`config.mk`:
```
export PLATFORM = sky130hd
export DESIGN_NAME = mem_port_arbiter
export DESIGN_NICKNAME = d
export VERILOG_FILES = /design/src/rtl/mem_port_arbiter.sv
export SDC_FILE = /design/constraint.sdc
export NUM_CORES = 1
export LEC_CHECK = 0
export BUFFER_PORTS_ARGS = -buffer_cell sky130_fd_sc_hd__clkbuf_2
export CAP_MARGIN = 20
export CORE_AREA = 2 2 105 107
export DETAILED_ROUTE_END_ITERATION = 8
export DIE_AREA = 0 0 107 109
export GPL_TIMING_DRIVEN = 0
export HOLD_SLACK_MARGIN = 0.03
export SYNTH_ARGS = -nofsm -noshare
export SYNTH_HDL_FRONTEND = slang
export SYNTH_SLANG_ARGS = --single-unit
export TNS_END_PERCENT = 5
```
`constraint.sdc`:
```
create_clock -name clk -period 1.55 [get_ports clk]
set_input_delay 0.2325 -clock clk [delete_from_list [all_inputs] [get_ports clk]]
set_output_delay 0.2325 -clock clk [all_outputs]
set_load 0.01 [all_outputs]
```
`src/rtl/mem_port_arbiter.sv`:
```
// mem_port_arbiter
//   Two-port arbiter in front of a single unified memory. Port 0 (CPU) and
//   port 1 (loader/debug) compete round-robin; a port may lock the memory
//   for consecutive accesses. Reads return one cycle after the grant.
//
// Ports
//   clk, rst             clock, synchronous active-high reset
//   req0/req1            access request, held until granted
//   we0/we1              1 = write, 0 = read
//   lock0/lock1          keep exclusive ownership after the current grant
//   addr0/addr1          access address (ADDR_W)
//   wdata0/wdata1        write data (DATA_W)
//   gnt0/gnt1            combinational grant; access happens this cycle
//   rvalid0/rvalid1      one-cycle read-return strobe per port
//   rdata                registered read data
//   mem_we/mem_addr/mem_wd  memory command driven from the granted port
//   mem_rd               combinational memory read data
module mem_port_arbiter #(
    parameter int ADDR_W = 32,
    parameter int DATA_W = 32
) (
    input  logic              clk,
    input  logic              rst,
    input  logic              req0,
    input  logic              req1,
    input  logic              we0,
    input  logic              we1,
    input  logic              lock0,
    input  logic              lock1,
    input  logic [ADDR_W-1:0] addr0,
    input  logic [ADDR_W-1:0] addr1,
    input  logic [DATA_W-1:0] wdata0,
    input  logic [DATA_W-1:0] wdata1,
    output logic              gnt0,
    output logic              gnt1,
    output logic              rvalid0,
    output logic              rvalid1,
    output logic [DATA_W-1:0] rdata,
    output logic              mem_we,
    output logic [ADDR_W-1:0] mem_addr,
    output logic [DATA_W-1:0] mem_wd,
    input  logic [DATA_W-1:0] mem_rd
);

    typedef enum logic [1:0] {
        ST_IDLE,
        ST_OWN0,
        ST_OWN1
    } state_t;

    state_t              r_state;
    state_t              w_state_nxt;
    logic                r_last1;     // 1: port 1 was granted most recently
    logic                r_rvalid0;
    logic                r_rvalid1;
    logic [DATA_W-1:0]   r_rdata;
    logic                w_gnt0;
    logic                w_gnt1;

    // Next-state and grant decode. Reset masks grants so nothing reaches
    // the memory while the block is being reset.
    always_comb begin
        w_gnt0      = 1'b0;
        w_gnt1      = 1'b0;
        w_state_nxt = r_state;
        if (!rst) begin
            unique case (r_state)
                ST_IDLE: begin
                    if (req0 && req1) begin
                        w_gnt0 = r_last1;
                        w_gnt1 = !r_last1;
                    end else begin
                        w_gnt0 = req0;
                        w_gnt1 = req1;
                    end
                    if (w_gnt0 && lock0)
                        w_state_nxt = ST_OWN0;
                    else if (w_gnt1 && lock1)
                        w_state_nxt = ST_OWN1;
                end
                ST_OWN0: begin
                    // Owner keeps its grant in the release cycle too.
                    w_gnt0 = req0;
                    if (!lock0)
                        w_state_nxt = ST_IDLE;
                end
                ST_OWN1: begin
                    w_gnt1 = req1;
                    if (!lock1)
                        w_state_nxt = ST_IDLE;
                end
                default: w_state_nxt = ST_IDLE;
            endcase
        end
    end

    always_ff @(posedge clk) begin
        if (rst) begin
            r_state   <= ST_IDLE;
            r_last1   <= 1'b1;
            r_rvalid0 <= 1'b0;
            r_rvalid1 <= 1'b0;
            r_rdata   <= '0;
        end else begin
            r_state   <= w_state_nxt;
            if (w_gnt0)
                r_last1 <= 1'b0;
            else if (w_gnt1)
                r_last1 <= 1'b1;
            r_rvalid0 <= w_gnt0 && !we0;
            r_rvalid1 <= w_gnt1 && !we1;
            if ((w_gnt0 && !we0) || (w_gnt1 && !we1))
                r_rdata <= mem_rd;
        end
    end

    // Port 0 is the default source so the memory address is stable when idle.
    always_comb begin
        mem_addr = w_gnt1 ? addr1  : addr0;
        mem_wd   = w_gnt1 ? wdata1 : wdata0;
        mem_we   = (w_gnt0 && we0) || (w_gnt1 && we1);
    end

    assign gnt0    = w_gnt0;
    assign gnt1    = w_gnt1;
    assign rvalid0 = r_rvalid0;
    assign rvalid1 = r_rvalid1;
    assign rdata   = r_rdata;

endmodule

```
## Word level (Yosys, flattened, before mapping)

Cells that the tools add are included.

- Equality and inequality tests: 5
- Multiplexer cells: 19
- Reductions and logical operators: 15

Operator list:

| operator | count |
|---|---|
| 32-bit two-way mux | 2 |
| 1-bit two-way mux | 10 |
| 2-bit two-way mux | 4 |
| 1-bit logical AND | 7 |
| 2-bit one-hot mux with 3 select lines | 1 |
| 2-bit inequality test (second input constant) | 2 |
| 1-bit one-hot mux with 2 select lines | 2 |
| 1-bit logical NOT | 3 |
| 3-bit inequality test (second input constant) | 1 |
| 3-bit AND reduction | 1 |
| 2-bit by 1-bit == test with 1-bit output (second input constant) | 1 |
| 2-bit == test (second input constant) | 1 |
| 2-bit logical NOT | 1 |
| 1-bit logical OR | 2 |
| 2-bit nonzero test | 1 |

- Flip-flop bits (word level): 37

## Depth between registers and ports, before layout

Gate-level depths: netlist of run 1.

- Depth in word-level cells: 8
- Depth in mapped cells: 6
- Gate-level depth less buffers: 4

## Least setup slack after synthesis of run 1

OpenSTA, ideal clock, no wires.

- Path type: register to output
- Start: register r_state[1]
- End: output port mem_addr[14]
- Stages on the path, launching flop included: 7
- Data arrival time: 1.408 ns
- Slack: -0.090 ns
- Cells stage by stage: dfxtp_1 inv_1 a31o_4 nor2_2 buf_4 buf_6 mux2_1

- Word-level cells in the longest chain between the ends: 4

RTL lines:

| element | line | RTL |
|---|---|---|
| start, declared | 51 | `state_t r_state;` |
| start signal, assigned | 105 | `r_state <= w_state_nxt;` |
| 2-bit == test / 2-bit logical NOT (equally long branches) | 67 | `unique case (r_state)` |
| 1-bit one-hot mux with 2 select lines (*) | 67 |  |
| 1-bit two-way mux (*) | 66 | `if (!rst) begin` |
| 32-bit two-way mux (*) | 119 | `mem_addr = w_gnt1 ? addr1 : addr0;` |
| end, declared | 40 | `output logic [ADDR_W-1:0] mem_addr,` |

Mark *: on every way between the ends. The rest lies on a longest branch, timed or not.

## Worst setup path in the final report of run 1

- Start: register r_state[1]
- End: output port mem_addr[27]

The elaborated chain is that of the path after synthesis.

==> run_results.csv, run 1 <==
group,metric,value,unit
synth,synth_cell_types,22,
global_route,grt_max_degree,12,
placed_design,io_buffers,268,
run,drv_cap,0,
finish,antenna_cells,0,
timing,setup_slack,-0.482,ns
clock_network,cts_tree,"done",
synth,syn_avg_cell_area,10.6,sq um
drt,drc,0,
floorplan,start_util,0.232,
global_route,grt_util_all_layers,0.148,
timing,final.min_clock_period,2.03,ns
floorplan,die-area,11700,sq um
floorplan,rows,38,
drt,drt_wl_total,9500,microns
finish,final_nets,685,
floorplan,die_width,107,microns
timing,worst_pin_slew,0.522,ns
worst_setup_path,startpoint_type,"register",
clock_network,cts-buffers-inserted,5,
worst_setup_path,cp_max_fo,9,
clock_network,clock_path_buffers,2,
timing,rsz0062_at_grt,"yes",
clock_network,clkTransAtPathRegs,0.07,ns
finish,nFillCells,1048,
worst_setup_path,crit_required,1.32,ns
finish,synthToLayoutAreaGrowth,76.0,%
power,power_density,632,nW/um^2
timing,max_clock_freq,0.492,GHz
synth,synth_fa_ha_area_frac,0,
finish,final_common_cell,"clkbuf_2",
drt,wl_per_cell,14.4,microns
worst_setup_path,critPathKind,"register to output pin",
synth,synth_compound_area_frac,0.0310,
drt,vias,2804,
synth,synth.area.mux_share,0.423,
timing,finalCritPeriodShare,1.31,
global_route,grt_overflow,0,
finish,drive_gt1_frac,0.708,
timing,setup_viol,96,
status,status,"complete, but fails checks",
synth,synth-seq-cells,37,
floorplan,die_h,109,microns
power,max-vdd-ir-drop,0.000376,V
clock_network,htreeDepth,2,
drt,vias_per_cell,4.26,
timing,slew_violations,0,
timing,slew_headroom,0.652,
synth,synth_top_family_by_area,"multiplexers",
synth,seq_area_frac_synth,0.301,
power,total_power,2.74,mW
synth,synth_xor_area_frac,0,
synth,synth_nets,401,
power,cellLeakagePower,2.19,nW
synth,netlist_area,2460,sq um
global_route,antenna_found_initial,0,
status,failed_checks,"setup timing",
drt,first_iter_violations,76,
synth,synthCells,233,
drt,ant_nets,0,
drt,first_pass_iters,4,
timing,timing.hold.ws,0.143,ns
synth,yosys_warnings,0,
worst_setup_path,worst_setup_path_end_kind,"output pin",
timing,hold_violations,0,
clock_network,cts.sinks,37,
worst_setup_path,critPathArrivalTime,1.80,ns
finish,layout_common_cells,"clkbuf_2 (266), nand2b_1 (65), mux2_2 (49)",
clock_network,clock_latency,0.29,ns
placed_design,dp_hpwl,7790,microns
hold_path,min_path_type,"input port to register",
timing,skew,0.00392,ns
synth,synth-simple-area-share,0.188,
clock_network,cts-root-buf,"clkbuf_8",
floorplan,core,10600,sq um
finish,fin_util,0.409,
placed_design,routabilityCongestion,0.762,
global_route,grt_first_pass_wirelength,13700,microns
floorplan,ios,269,
global_route,grt_pass1_vias,2765,
through the flow:
step                instance area, sq um  instances  worst slack, ns  TNS, ns
detailed placement                  3990        641           -0.267   -16.61
global route                        4330        658           -0.549   -41.29
floorplan                           2470        233          -0.0349    -1.44
global placement                    3990        641           -0.246   -13.71
CTS                                 4240        655           -0.511   -36.59
finish                              4330        658           -0.482   -34.05
report_power, final:
group	switching, mW	internal (mW)	total [mW]	leakage [nW]
Clock	0.348	0.312	0.660	0.0450
Combinational	0.449	0.596	1.04	1.85
Sequential	0.0308	1.00	1.03	0.302
flip-flops by register name, indices dropped and copies added, names as in the netlist:
name     flops
rdata       32
r_state      2
r_last1      1
rvalid0      1
rvalid1      1
layer usage:
| layer | share of wire | up-vias | wire [microns] | track usage |
|---|---|---|---|---|
| li1 | - | 1368 | - | - |
| met1 | 0.39 | 1287 | 3700 | 0.173 |
| met2 | 0.50 | 137 | 4770 | 0.266 |
| met3 | 0.093 | 12 | 883 | 0.0406 |
| met4 | 0.015 | 0 | 146 | 0.0427 |
| met5 | 0 | - | 0 | 0 |
cells in the mapped netlist, drive strengths merged:
cell,number,share of area
inv,2,0.0030
a22o,1,0.0036
nand2,1,0.0015
clkbuf,7,0.011
mux2,64,0.29
nor2,6,0.010
dfxtp,37,0.30
mux2i,32,0.13
o32ai,1,0.011
nand2b,66,0.17
nor3,1,0.0020
nor4b,1,0.0036
buf,10,0.044
a31o,1,0.0071
a21oi,2,0.0041
o211ai,1,0.0051
final timing paths:
kind,depth (start not counted),from,to,slack [ns]
setup / recovery,7,r_state[1]$_SDFFE_PP0P_,mem_addr[27],-0.48
hold / removal,3,lock0,r_state[0]$_SDFFE_PP0P_,0.14
setup reg to reg,6,r_state[1]$_SDFFE_PP0P_,rdata[8]$_SDFFE_PP0P_,-0.19
hold reg to reg,1,r_state[0]$_SDFFE_PP0P_,r_state[1]$_SDFFE_PP0P_,0.46
area by class of cell:
class                   count  area [sq um]  area share
flip-flops and latches     37           742       0.171
multi-input cells         177          1640       0.379
plain buffers              17           191      0.0442
clock inverters             2          10.0     0.00231
clock buffers               6          72.6      0.0167
inverters                   2          7.51     0.00173
well taps                 140           175      0.0404
repair buffers            277          1490       0.344
worst max-delay path, cell delays in order, from the launching register on:
cell       delay (ns)
dfxtp_2          0.34
inv_2            0.03
a31o_4           0.24
nor2_4           0.12
buf_12           0.17
clkbuf_16        0.15
mux2_2           0.32
clkbuf_2         0.14
kinds of logic after synthesis:
kind of cell	Yosys count
compound gates	6
buf+inv	19
flops	37
mux	96
simple gates	75
timing repair:
item	4_1_cts	5_1_grt
pin swaps	3	2
buffers inserted	5	0
endpoints found under the setup margin	97	99
cloned	1	3
hold buffers	0	0
resized for setup	31	7
Power figures use the tool's default switching activity.
==> inputs of run 2 (changes only) <==
--- a/config.mk
+++ b/config.mk
@@ -5,6 +5,7 @@
 export SDC_FILE = /design/constraint.sdc
 export NUM_CORES = 1
 export LEC_CHECK = 0
+export ABC_AREA = 1
 export BUFFER_PORTS_ARGS = -buffer_cell sky130_fd_sc_hd__clkbuf_2
 export CAP_MARGIN = 20
 export CORE_AREA = 2 2 105 107
==> run 2 against run 1 <==
Compared with the run above:
- the run still ends with setup timing left
- worst hold slack gained 0.015 ns
- cell area rose by 4.1%
- critical endpoint is now mem_wd[7]
- sequential power up 4%
- power up 9.0%
- area after synthesis is 4.8% higher
- clock-buffer cell count did not move
- sequential cell count unchanged
- largest power group unchanged
- global-route usage up 4.3 points
==> run_results.csv, run 2 <==
group,metric,value,unit
power,sequentialPowerShare,0.358,
floorplan,start_util,0.243,
floorplan,die_h,109,microns
global_route,antenna_found_initial,1,
drt,vias,3756,
worst_setup_path,cp_max_fo,10,
worst_setup_path,reg2regPathDepth,11,
finish,synthToLayoutAreaGrowth,74.9,%
timing,setup_viol,99,
worst_setup_path,critPathKind,"register to output pin",
finish,final_common_cell,"clkbuf_2",
synth,synth-seq-cells,37,
power,p_sw_frac,0.353,
drt,vias_per_cell,4.26,
clock_network,cts_tree,"done",
worst_setup_path,r2r-start,"r_state[0]$_SDFFE_PP0P_",
global_route,grt_util_all_layers,0.191,
floorplan,rows,38,
timing,slew_violations,0,
timing,hold_violations,0,
hold_path,hp-start,"mem_rd[10]",
power,max-vdd-ir-drop,0.000462,V
finish,layout_common_cells,"clkbuf_2 (255), nand2_1 (218), inv_1 (42)",
timing,setup_slack,-0.240,ns
synth,synth-edff-count,0,
timing,tns,-17.14,ns
finish,design_area,4510,sq um
clock_network,cts-root-buf,"clkbuf_8",
worst_setup_path,r2r_end,"rdata[21]$_SDFFE_PP0P_",
clock_network,clkTransAtPathRegs,0.08,ns
worst_setup_path,cp_slowest_cell,"dfxtp_2",
run,drv_cap,0,
drt,drt_wl_total,12000,microns
clock_network,htreeDepth,2,
global_route,grt_pass1_vias,3256,
synth,synthCells,455,
drt,first_iter_violations,190,
finish,drive_gt1_frac,0.474,
synth,syn_avg_cell_area,5.67,sq um
power,internal_power,1.93,mW
finish,largest_reg_flops,32,
hold_path,min_path_type,"input port to register",
synth,synth.most_common_cell,"nand2_1",
status,status,"complete, but fails checks",
worst_setup_path,path_cells,"nor2_2 > nand2_2 > nand2_4 > inv_4 > buf_12 > buf_12 > nand2_1 > nand2_2 > buf_6",
synth,synth_nets,623,
synth,yosys_warnings,0,
placed_design,dp_hpwl,10100,microns
placed_design,io_buffers,268,
worst_setup_path,crit_required,1.32,ns
worst_setup_path,cpPeakStageDelay,0.34,ns
synth,async_flop_share,0,
finish,multi_input_area,1520,sq um
worst_setup_path,rrSetupSlack,-0.21,ns
timing,rsz0062_at_grt,"yes",
floorplan,core,10600,sq um
timing,finalCritPeriodShare,1.15,
clock_network,cts.sinks,37,
timing,slew_headroom,0.702,
timing,worst_pin_slew,0.447,ns
synth,synth_cell_types,17,
synth,netlist_area,2580,sq um
clock_network,clock_path_buffers,2,
status,failed_checks,"setup timing",
timing,max_clock_freq,0.559,GHz
worst_setup_path,crit_family,"buffers and inverters",
power,cellLeakagePower,2.85,nW
synth,synth.top_cells.by_area,"nand2_1 (33%), dfxtp_1 (29%), a21oi_1 (6.8%), inv_1 (6.1%), nand3_1 (5.4%)",
finish,nFillCells,1217,
worst_setup_path,startpoint_type,"register",
timing,final.min_clock_period,1.79,ns
finish,regArea,744,sq um
synth,seq_area_frac_synth,0.287,
synth,synth_flop_cell,"dfxtp_1",
global_route,grt_overflow,0,
timing,skew,0.00697,ns
power,clkPwrFrac,0.219,
synth,yosys.area.top_type_share,0.335,
power,netSwitchingPower,1.05,mW
finish,fin_util,0.426,
clock_network,cts-buffers-inserted,5,
worst_setup_path,critPathArrivalTime,1.56,ns
global_route,grt_first_pass_wirelength,17100,microns
power,combPwrFrac,0.423,
hold_path,whs_endpoint,"rdata[10]$_SDFFE_PP0P_",
floorplan,die-area,11700,sq um
drt,drc,0,
clock_network,cts_hold_buf,0,
drt,ant_nets,0,
finish,final_nets,907,
floorplan,die_width,107,microns
worst_setup_path,worst_setup_path_end_kind,"output pin",
placed_design,routabilityCongestion,0.888,
placed_design,dpl-instance-area,4100,sq um
power,power_density,661,nW/um^2
synth,synth.largest_area_cell,"nand2_1",
drt,first_pass_iters,4,
global_route,grt_max_degree,12,
worst_setup_path,crit_buf_inv,4,
clock_network,clock_latency,0.29,ns
drt,wl_per_cell,13.6,microns
synth,synth_common_cells,"nand2_1 (230), inv_1 (42), dfxtp_1 (37), a21oi_1 (35), nor2_1 (35)",
hold_path,whs_path_depth,3,
floorplan,ios,269,
[run 2: cell count changes in the layout (fill, tap and decap cells not counted), moves of 13 or more]
cell      before  now
nand2_1        1  218
nand2b_1      65    0
mux2_2        49    0
inv_1          0   42
mux2i_1       32    0
nor2_1         4   34
nand3_1        0   28
a21oi_1        2   26
mux2_4        15    0
buf_6          2   15
[run 2: worst reg2reg max path: stages (launching register included)]
cell and delay [ns]:
dfxtp_2 0.35, nor3_4 0.16, buf_4 0.14, buf_4 0.09, buf_4 0.09, buf_4 0.08, buf_4 0.09, nand3_1 0.09
buf_6 0.17, buf_4 0.18, a21oi_1 0.14, nor2_1 0.06
[run 2: routing by layer]
layer,routed length (microns),vias to the layer above,GRT usage
met3,1410,12,0.0693
met1,5180,1629,0.248
met4,153,0,0.0362
met2,5270,162,0.307
li1,-,1953,-
met5,0,-,0
[run 2: stage by stage]
stage	cells	setup slack [ns]	power (mW)	hold slack, ns
after CTS	878	-0.263	2.96	0.154
after global placement	863	-0.255	2.23	0.452
after floorplan	455	0.217	1.65	0.302
final	881	-0.240	2.98	0.158
after detailed placement	863	-0.246	2.23	0.457
after global routing	880	-0.334	3.17	0.168
[run 2: repair_timing]
| item | 4_1_cts | 5_1_grt |
|---|---|---|
| endpoints found under the setup margin | 66 | 99 |
| gates cloned | 0 | 2 |
| pin swaps | 2 | 0 |
| gates resized for setup | 44 | 26 |
| setup buffers | 7 | 0 |
[run 2: area by class of cell]
class | count | share of cell area
Antenna cell | 1 | 0.000554
Buffer | 31 | 0.0699
Clock buffer | 6 | 0.0161
Clock inverter | 2 | 0.00222
Inverter | 44 | 0.0372
Multi-Input combinational cell | 343 | 0.338
Sequential cell | 37 | 0.165
Tap cell | 140 | 0.0388
Timing Repair Buffer | 277 | 0.333
[run 2: worst max path at each step]
stage	start	to	slack (ns)	depth (start not counted)
final	r_state[1]$_SDFFE_PP0P_	mem_wd[7]	-0.24	9
after detailed placement	rst	mem_wd[7]	-0.25	9
after global placement	rst	mem_wd[7]	-0.26	9
after global routing	r_state[0]$_SDFFE_PP0P_	mem_wd[7]	-0.33	8
after CTS	r_state[0]$_SDFFE_PP0P_	mem_addr[5]	-0.26	8
after floorplan	r_state[0]$_SDFFE_PP0P_	mem_addr[10]	0.22	7
[run 2: power groups by stage]
stage,sequential [mW],clock [mW],combinational [mW]
5_1_grt,1.08,0.709,1.39
3_3_place_gp,1.09,0,1.14
2_1_floorplan,1.12,0,0.535
4_1_cts,1.07,0.669,1.22
6_report,1.07,0.654,1.26
3_5_place_dp,1.09,0,1.14
[run 2: cell families (layout without fill, tap and decap cells)]
kind of cell / count (synthesis) / after routing / synth area share
simple gates: 306 / 306 / 0.487
buf+inv: 75 / 360 / 0.152
compound gates: 37 / 37 / 0.0732
flops: 37 / 37 / 0.287
other cells: 0 / 1 / 0
